## src/rtl/wav_burst_writer.sv

```systemverilog
// wav_burst_writer
// Buffers 16-bit audio samples from the ADC capture stage in a FIFO and
// drains them to the DDR/SDRAM write port as fixed-length bursts. The
// bursts walk a circular address window [START_ADDR, END_ADDR].
//
// Ports:
//   clock_50M, reset_n   clock (rising edge) and async active-low reset
//   record_en            level enable for sample capture
//   wav_in_data/wav_wren sample input, qualified by a one-clock strobe
//   mem_wr_req/addr/ack  burst request handshake
//   mem_wr_data_req/data word pull; data valid the cycle after the pull
//   mem_wr_done          burst committed
//   fifo_level           FIFO occupancy
//   overflow, wrap_flag  sticky status, cleared on a record_en rising edge
//   busy                 FSM is not idle
module wav_burst_writer #(
  parameter int                DATA_W     = 16,
  parameter int                FIFO_DEPTH = 64,
  parameter int                BURST_LEN  = 8,
  parameter int                ADDR_W     = 24,
  parameter logic [ADDR_W-1:0] START_ADDR = 24'h000000,
  parameter logic [ADDR_W-1:0] END_ADDR   = 24'h0FFFFF
) (
  input  logic                          clock_50M,
  input  logic                          reset_n,
  input  logic                          record_en,
  input  logic [DATA_W-1:0]             wav_in_data,
  input  logic                          wav_wren,
  output logic                          mem_wr_req,
  output logic [ADDR_W-1:0]             mem_wr_addr,
  input  logic                          mem_wr_ack,
  input  logic                          mem_wr_data_req,
  output logic [DATA_W-1:0]             mem_wr_data,
  input  logic                          mem_wr_done,
  output logic [$clog2(FIFO_DEPTH):0]   fifo_level,
  output logic                          overflow,
  output logic                          wrap_flag,
  output logic                          busy
);

  localparam int PTR_W = $clog2(FIFO_DEPTH);
  localparam int LVL_W = PTR_W + 1;
  localparam int CNT_W = $clog2(BURST_LEN) + 1;

  typedef enum logic [1:0] {S_IDLE, S_REQ, S_DATA, S_WAIT_DONE} state_t;

  state_t              state_q, state_d;
  logic [DATA_W-1:0]   fifo_mem_q [FIFO_DEPTH];
  logic [PTR_W-1:0]    wr_ptr_q, wr_ptr_d, rd_ptr_q, rd_ptr_d;
  logic [LVL_W-1:0]    count_q, count_d;
  logic [CNT_W-1:0]    word_cnt_q, word_cnt_d;
  logic [ADDR_W-1:0]   addr_q, addr_d;
  logic [DATA_W-1:0]   data_q, data_d;
  logic                overflow_q, overflow_d;
  logic                wrap_q, wrap_d;
  logic                rec_en_q;
  logic                reload_q, reload_d;
  logic                flush_q, flush_d;

  logic                fifo_full, fifo_empty;
  logic                push_req, push_ok, data_take, pop;
  logic                rec_rise, rec_fall, launch, burst_last, done_take;
  logic [ADDR_W:0]     addr_sum;
  logic                wrap_now;

  // Handshake qualification and FIFO flags. Full is judged on the current
  // occupancy, so a same-cycle pop never rescues a push into a full FIFO.
  always_comb begin
    fifo_full  = (count_q == LVL_W'(FIFO_DEPTH));
    fifo_empty = (count_q == '0);
    push_req   = wav_wren & record_en;
    push_ok    = push_req & ~fifo_full;
    data_take  = (state_q == S_DATA) & mem_wr_data_req;
    pop        = data_take & ~fifo_empty;
    done_take  = (state_q == S_WAIT_DONE) & mem_wr_done;
    rec_rise   = record_en & ~rec_en_q;
    rec_fall   = ~record_en & rec_en_q;
    launch     = (state_q == S_IDLE) &&
                 ((count_q >= LVL_W'(BURST_LEN)) || (flush_q && !fifo_empty));
    burst_last = data_take && (word_cnt_q == CNT_W'(BURST_LEN - 1));
    // One extra bit so the end-of-window test cannot itself overflow.
    addr_sum   = {1'b0, addr_q} + (ADDR_W+1)'(BURST_LEN);
    wrap_now   = (addr_sum > {1'b0, END_ADDR});
  end

  // Next-state logic.
  always_comb begin
    state_d = state_q;
    case (state_q)
      S_IDLE:      if (launch)      state_d = S_REQ;
      S_REQ:       if (mem_wr_ack)  state_d = S_DATA;
      S_DATA:      if (burst_last)  state_d = S_WAIT_DONE;
      S_WAIT_DONE: if (mem_wr_done) state_d = S_IDLE;
      default:                      state_d = S_IDLE;
    endcase
  end

  // FSM outputs are decoded from the state so they drop with reset at once.
  always_comb begin
    mem_wr_req = (state_q == S_REQ);
    busy       = (state_q != S_IDLE);
  end

  // Datapath next values: FIFO pointers, burst address, status flags.
  always_comb begin
    wr_ptr_d   = wr_ptr_q;
    rd_ptr_d   = rd_ptr_q;
    count_d    = count_q;
    word_cnt_d = word_cnt_q;
    addr_d     = addr_q;
    data_d     = '0;
    overflow_d = overflow_q;
    wrap_d     = wrap_q;
    reload_d   = reload_q;
    flush_d    = flush_q;

    if (push_ok) wr_ptr_d = wr_ptr_q + 1'b1;
    if (pop)     rd_ptr_d = rd_ptr_q + 1'b1;
    if (push_ok && !pop)      count_d = count_q + 1'b1;
    else if (!push_ok && pop) count_d = count_q - 1'b1;

    if (rec_rise) begin
      overflow_d = 1'b0;
      wrap_d     = 1'b0;
      reload_d   = 1'b1;
    end
    if (push_req && fifo_full) overflow_d = 1'b1;

    if (rec_fall && !fifo_empty && (count_q < LVL_W'(BURST_LEN))) flush_d = 1'b1;

    // A reload requested in the same cycle as the launch still applies.
    if (launch) begin
      if (reload_q || rec_rise) addr_d = START_ADDR;
      reload_d = 1'b0;
      flush_d  = 1'b0;
    end

    if (state_q == S_REQ) word_cnt_d = '0;
    if (data_take) begin
      word_cnt_d = word_cnt_q + 1'b1;
      // An empty FIFO during a burst only happens on a flush: pad with zero.
      if (!fifo_empty) data_d = fifo_mem_q[rd_ptr_q];
    end

    if (done_take) begin
      if (wrap_now) begin
        addr_d = START_ADDR;
        wrap_d = 1'b1;
      end else begin
        addr_d = addr_sum[ADDR_W-1:0];
      end
    end
  end

  // State and datapath registers.
  always_ff @(posedge clock_50M or negedge reset_n) begin
    if (!reset_n) begin
      state_q    <= S_IDLE;
      wr_ptr_q   <= '0;
      rd_ptr_q   <= '0;
      count_q    <= '0;
      word_cnt_q <= '0;
      addr_q     <= START_ADDR;
      data_q     <= '0;
      overflow_q <= 1'b0;
      wrap_q     <= 1'b0;
      rec_en_q   <= 1'b0;
      reload_q   <= 1'b0;
      flush_q    <= 1'b0;
    end else begin
      state_q    <= state_d;
      wr_ptr_q   <= wr_ptr_d;
      rd_ptr_q   <= rd_ptr_d;
      count_q    <= count_d;
      word_cnt_q <= word_cnt_d;
      addr_q     <= addr_d;
      data_q     <= data_d;
      overflow_q <= overflow_d;
      wrap_q     <= wrap_d;
      rec_en_q   <= record_en;
      reload_q   <= reload_d;
      flush_q    <= flush_d;
    end
  end

  // Sample storage; contents are meaningless once the pointers reset.
  always_ff @(posedge clock_50M) begin
    if (push_ok) fifo_mem_q[wr_ptr_q] <= wav_in_data;
  end

  assign mem_wr_addr = addr_q;
  assign mem_wr_data = data_q;
  assign fifo_level  = count_q;
  assign overflow    = overflow_q;
  assign wrap_flag   = wrap_q;

endmodule

```

## config.mk

```make
export PLATFORM = sky130hd
export DESIGN_NAME = wav_burst_writer
export DESIGN_NICKNAME = d
export VERILOG_FILES = /design/src/rtl/wav_burst_writer.sv
export SDC_FILE = /design/constraint.sdc
export NUM_CORES = 1
export LEC_CHECK = 0
export BUFFER_PORTS_ARGS = -buffer_cell sky130_fd_sc_hd__buf_2
export CORE_MARGIN = 2
export CORE_UTILIZATION = 30
export CTS_CLUSTER_SIZE = 8
export DETAILED_ROUTE_END_ITERATION = 6
export GPL_ROUTABILITY_DRIVEN = 0
export PLACE_DENSITY = 0.53
export SYNTH_ARGS = -nofsm -noshare
export SYNTH_HDL_FRONTEND = slang
export SYNTH_SLANG_ARGS = --single-unit
```

## constraint.sdc

```tcl
create_clock -name clock_50M -period 6.8 [get_ports clock_50M]
set_input_delay 1.02 -clock clock_50M [delete_from_list [all_inputs] [get_ports clock_50M]]
set_output_delay 1.02 -clock clock_50M [all_outputs]
set_load 0.05 [all_outputs]
```

; Word level (Yosys, flattened, before mapping)
; Memory sizes are Yosys's and may differ from the RTL's.
; Cells that the tools add are included.
[classes]
addsub = 6
n_mul = 0
div_mod_pow = 0
n_lt_le_gt_ge = 3
n_eq_ne = 9
shifts = 0
muxes = 26
n_bitwise = 11
reduce_logical = 25
[ops]
columns = operator, count
row1 = 24-bit 2-to-1 mux, 4
row2 = 16-bit 2-to-1 mux, 2
row3 = 24-bit by 4-bit adder with 25-bit output (second input constant), 1
row4 = 25-bit by 20-bit > comparator with 1-bit output (second input constant), 1
row5 = 2-bit nonzero test, 8
row6 = 7-bit 2-to-1 mux, 2
row7 = 6-bit by 1-bit adder with 6-bit output (second input constant), 2
row8 = 1-bit 2-to-1 mux, 11
row9 = 1-bit logical AND, 8
row10 = 2-bit 2-to-1 mux, 4
row11 = 4-bit 2-to-1 mux, 2
row12 = 2-bit one-hot mux with 4 select lines, 1
row13 = 7-bit by 1-bit adder with 7-bit output (second input constant), 1
row14 = 1-bit bitwise AND, 7
row15 = 7-bit == test (second input constant), 1
row16 = 7-bit by 4-bit >= comparator with 1-bit output (second input constant), 1
row17 = 7-bit zero test, 1
row18 = 7-bit by 4-bit less-than comparator with 1-bit output (second input constant), 1
row19 = 7-bit by 1-bit subtractor with 7-bit output (second input constant), 1
row20 = 2-bit != test (second input constant), 3
row21 = 4-bit by 1-bit adder with 4-bit output (second input constant), 1
row22 = 2-bit == test (second input constant), 2
row23 = 4-bit by 3-bit == test with 1-bit output (second input constant), 1
row24 = 1-bit inverter, 4
row25 = 7 further kinds, 10
[word_totals]
reg_bits = 70
latch_bits = 0
ramBits = 1024
romBits = 0
in_bits = 23
output_inout_bits = 51
word_cells = 93
mem_count = 1
[memory_table]
columns = memory, words, word_bits, rd, rd_clocked_by_memory_dff, write_ports, line_no
row1 = fifo_mem_q, 64, 16, 1, 0, 1, 48  ; logic [DATA_W-1:0] fifo_mem_q [FIFO_DEPTH];

; Longest topological paths before layout
[depth]
depth_word = 7
mapped_depth = 14
ltp_nobuf = 14

; Worst setup path before layout
; No wires, ideal clock.
[synth_path]
kind = in2reg
startpoint = input mem_wr_data_req
endpoint = register count_q[6], in the netlist fifo_level[6]
arrival_time_ns = 3.029
t_required_ns = 6.676
slack_ns = 3.646
path_stages = 12
n_path_buf = 0
cell_sequence = nand2_1 -> a31oi_2 -> inv_2 -> ha_1 -> inv_1 -> ha_1 -> a21o_1 -> a21oi_1 -> o21bai_1 -> mux2i_1 -> o211ai_1 -> xnor2_1
[synth_via]
elab_chain_cells = 5
elab_cells_between_ends = 7
cone_classes = mux: 1 / bitwise: 2 / reduce/logical: 4
[synth_rtl]
columns = element, line_no
row1 = from (decl), 32  ; input logic mem_wr_data_req,
row2 = 1-bit bitwise AND *, 73  ; data_take = (state_q == S_DATA) & mem_wr_data_req;
row3 = 1-bit bitwise AND *, 74  ; pop = data_take & ~fifo_empty;
row4 = 1-bit zero test, 119  ; if (push_ok && !pop) count_d = count_q + 1'b1;
row5 = 1-bit logical AND, 119
row6 = 7-bit 2-to-1 mux or 2-bit nonzero test (tied branches), --
row7 = to (signal assigned), 174  ; count_q <= count_d;
row8 = to (decl), 50  ; logic [LVL_W-1:0] count_q, count_d;
; Mark *: on every way between the ends. The rest lies on a longest branch, timed or not.
; A chain may end at the register's enable or synchronous reset.

; Final worst setup path
[layout_path]
startpoint = register rd_ptr_q[0]
endpoint = register data_q[12], in the netlist mem_wr_data[12]
[layout_via]
elab_chain_cells = 3
[layout_rtl]
columns = element, line_no
row1 = from (decl), 49  ; logic [PTR_W-1:0] wr_ptr_q, wr_ptr_d, rd_ptr_q, rd_ptr_d;
row2 = from (signal assigned), 173  ; rd_ptr_q <= rd_ptr_d;
row3 = memory read 64 x 16 bit, --
row4 = 16-bit 2-to-1 mux, 142  ; if (!fifo_empty) data_d = fifo_mem_q[rd_ptr_q];
row5 = 16-bit 2-to-1 mux, 139  ; if (data_take) begin
row6 = via data_d[12], 53  ; logic [DATA_W-1:0] data_q, data_d;
row7 = to (signal assigned), 177  ; data_q <= data_d;
row8 = to (decl), 53
; The timed path passes the listed nets, and every way through them passes these cells.

==> metrics.txt <==
P per Cell Area=388.2 mW/mm²; RSZ-0062 raised after global routing=false; port bufs=70; Layout Skew=between 0.02 and 0.03 ns; flops & latches, synth=1091; Yosys cell types=58; Seq/Total Area, Yosys=76.67%; Lkg Pwr=0.01578 µW; utilization after layout=35.53%; Residual DRC=0; syn_area_per_cell=22.34 µm²; antenna viol nets, final=0; final setup fails=0; Placeable Area=0.1397 mm²; worst rel slew slack=10.05%; row count=137; critical path capture point type=register; Clock Latency Late Sink=0.76 ns; number of buffers created by CTS=155; asr flop ratio synth=~6.1%; Post-CTS Setup Bufs=0; DRT Pass-1 Iters=5; vias per cell=4.947; CP Cell Sequence=buf_12, buf_4, mux4_2, mux4_2, inv_1, o221ai_1; GRT overflow=0; Syn Inst Count=approximately 1900; Post-Route WL=103700 µm; global-route wire length before repair=150600 µm; CTS tree=done; Pins Over Slew Limit=0; CP Data Arrival Time=4.39 ns; Clk pin slew, worst setup/hold paths=0.05 ns; area growth from synthesis to layout=17.35%; CTS resizes=0; H-tree Lvls=4; post-synthesis instance area=0.04229 mm²; Req. time, crit path=7.38 ns; I/O pin count=74; Worst-Margin Slew=1.348 ns; Adder-Cell Fraction of Synth Area=less than 1%; most used cell, CP=mux4_2; die width=379.5 µm; Main synth FF type=edfxtp_1; most area-hungry cell type in the Yosys netlist=edfxtp_1; WL/cell=25.57 µm; Reg2Reg Depth=6; hold-fix buffer count after cts=0; mux cell area share after synthesis=about 17%; r2r setup slk=2.99 ns; fmax=0.2624 GHz; Max Cap Viol=0; Root Buffer=clkbuf_16; startpoint types=register; hold crit path type=in -> async; fraction of layout cells with a size suffix above 1=30.43%; initial antenna violation count=2; Peak VDD IR=roughly 0.30 mV; worst path bufs/invs=3; outcome=finished, final reports clean; Overall Power=19270 µW; Fin Hold WS=0.4206 ns; Clock Sinks=1091; Tcrit/Tclk final=56.05%; synth top area cells=edfxtp_1 73%, mux4_2 17%, dfrtp_1 4.0%; critical path's largest stage delay=0.87 ns; CP Depth=6; initial drt markers=1987; CTS max path bufs=3; Layout Nets=about 2100; Synth Area in Compound Gates=about 1.7%; DIE HEIGHT=379.5 µm; Tot GR Track Use=14.61%; largest net degree at the start of global routing=97; top cell type's share of synthesized area=72.71%; CP max-delay cell=dfrtp_4; largest family of logic cells by synthesized area=multiplexers; CP Max Fanout=69; delay-heaviest family, CP=buffers and inverters; hpwl dp=56570 µm; number of flops mapped to enable cells by yosys=1024; final hold vios=0; Ys Warns=0; XOR/XNOR Fraction of Synth Area=less than 1%; CP Class=reg -> reg; total negative slack=0 ns; starting density of the core=30.27%; Final min period=3.812 ns; total die area=0.1440 mm²; vias in the first global route=approximately 21000; post-synthesis simple-gate area fraction=approximately 2.2%; vias after detailed routing=20064
stage by stage:
step / instance area, µm² / instances / setup slack [ns]
2_1_floorplan: 42300 / 1895 / 3.646
3_3_place_gp: 45140 / 3817 / 2.798
3_5_place_dp: 45160 / 3818 / 2.826
4_1_cts: 49630 / 4055 / 2.822
5_1_grt: 49630 / 4055 / 2.634
6_report: 49630 / 4056 / 2.988
final cells by class:
type                            count  area [µm²]
Clock inverter                     11       183.9
Tap cell                         1876        2347
Timing Repair Buffer              143       958.4
Fill cell                       12705       90070
Antenna cell                        1       2.502
Multi-Input combinational cell    661        9240
Inverter                           47       176.4
Sequential cell                  1091       32440
Clock buffer                      226        4283
flip-flops by register name, summed over array words and instances, names as in the netlist:
signal	count
fifo_mem_q	1024
mem_wr_addr	21
mem_wr_data	16
fifo_level	7
rd_ptr_q	6
wr_ptr_q	6
word_cnt_q	4
state_q	2
flush_q	1
overflow	1
rec_en_q	1
reload_q	1
wrap_flag	1
power breakdown:
group	switching [µW]	total [µW]	internal, µW	leakage (µW)
sequential	378	7940	7570	0.0101
combinational	2200	4240	2040	0.00354
clock	2770	7080	4310	0.00215
cell families after synthesis:
logic type,Yosys count
buf+inv,143
flops,1091
simple gates,200
compound gates,102
xor+xnor,16
fa+ha+maj,16
mux,324
other cells,1
metal layers:
layer / wire, µm / GRT usage (%) / share of wire [%]
met3: 6372 / 2.952 / 6.1
met2: 49480 / 23.00 / 48
met5: 13 / 0 / 0.013
met1: 45350 / 20.29 / 44
met4: 2478 / 4.799 / 2.4
cells in the final DEF (no fill, tap or decap), types with 17 or more instances in the layout:
cell type     n
inv_1        46
buf_2        69
nand3_1      20
nor2_2       17
mux4_2      316
nor2_1       63
buf_4        69
nand2_1      48
o21ai_0      19
clkbuf_16   161
clkbuf_1     64
edfxtp_1   1024
dfrtp_1      62
worst register-to-register path, stage by stage (launching register included):
cell and delay [ns]:
dfrtp_4 0.87, buf_12 0.54, buf_4 0.89, mux4_2 0.65, mux4_2 0.49, inv_1 0.08
o221ai_1 0.13
final timing paths:
path,start,end
max,rd_ptr_q[0],mem_wr_data[12]
min,reset_n,mem_wr_addr[9]
max reg2reg,rd_ptr_q[0],mem_wr_data[12]
min reg2reg,wrap_flag,wrap_flag
max in group asynchronous,reset_n,rd_ptr_q[2]
min in group clock_50M,record_en,rec_en_q
Yosys cell counts, drive strengths merged, types with 14 or more instances:
master	n
a21oi	14
a22oi	15
a31oi	14
buf	53
clkbuf	43
dfrtp	67
edfxtp	1024
ha	15
inv	47
mux4	316
nand2	48
nand3	20
nor2	80
o21ai	21
o221ai	15
Note: power is estimated with default switching activity, not from simulation.
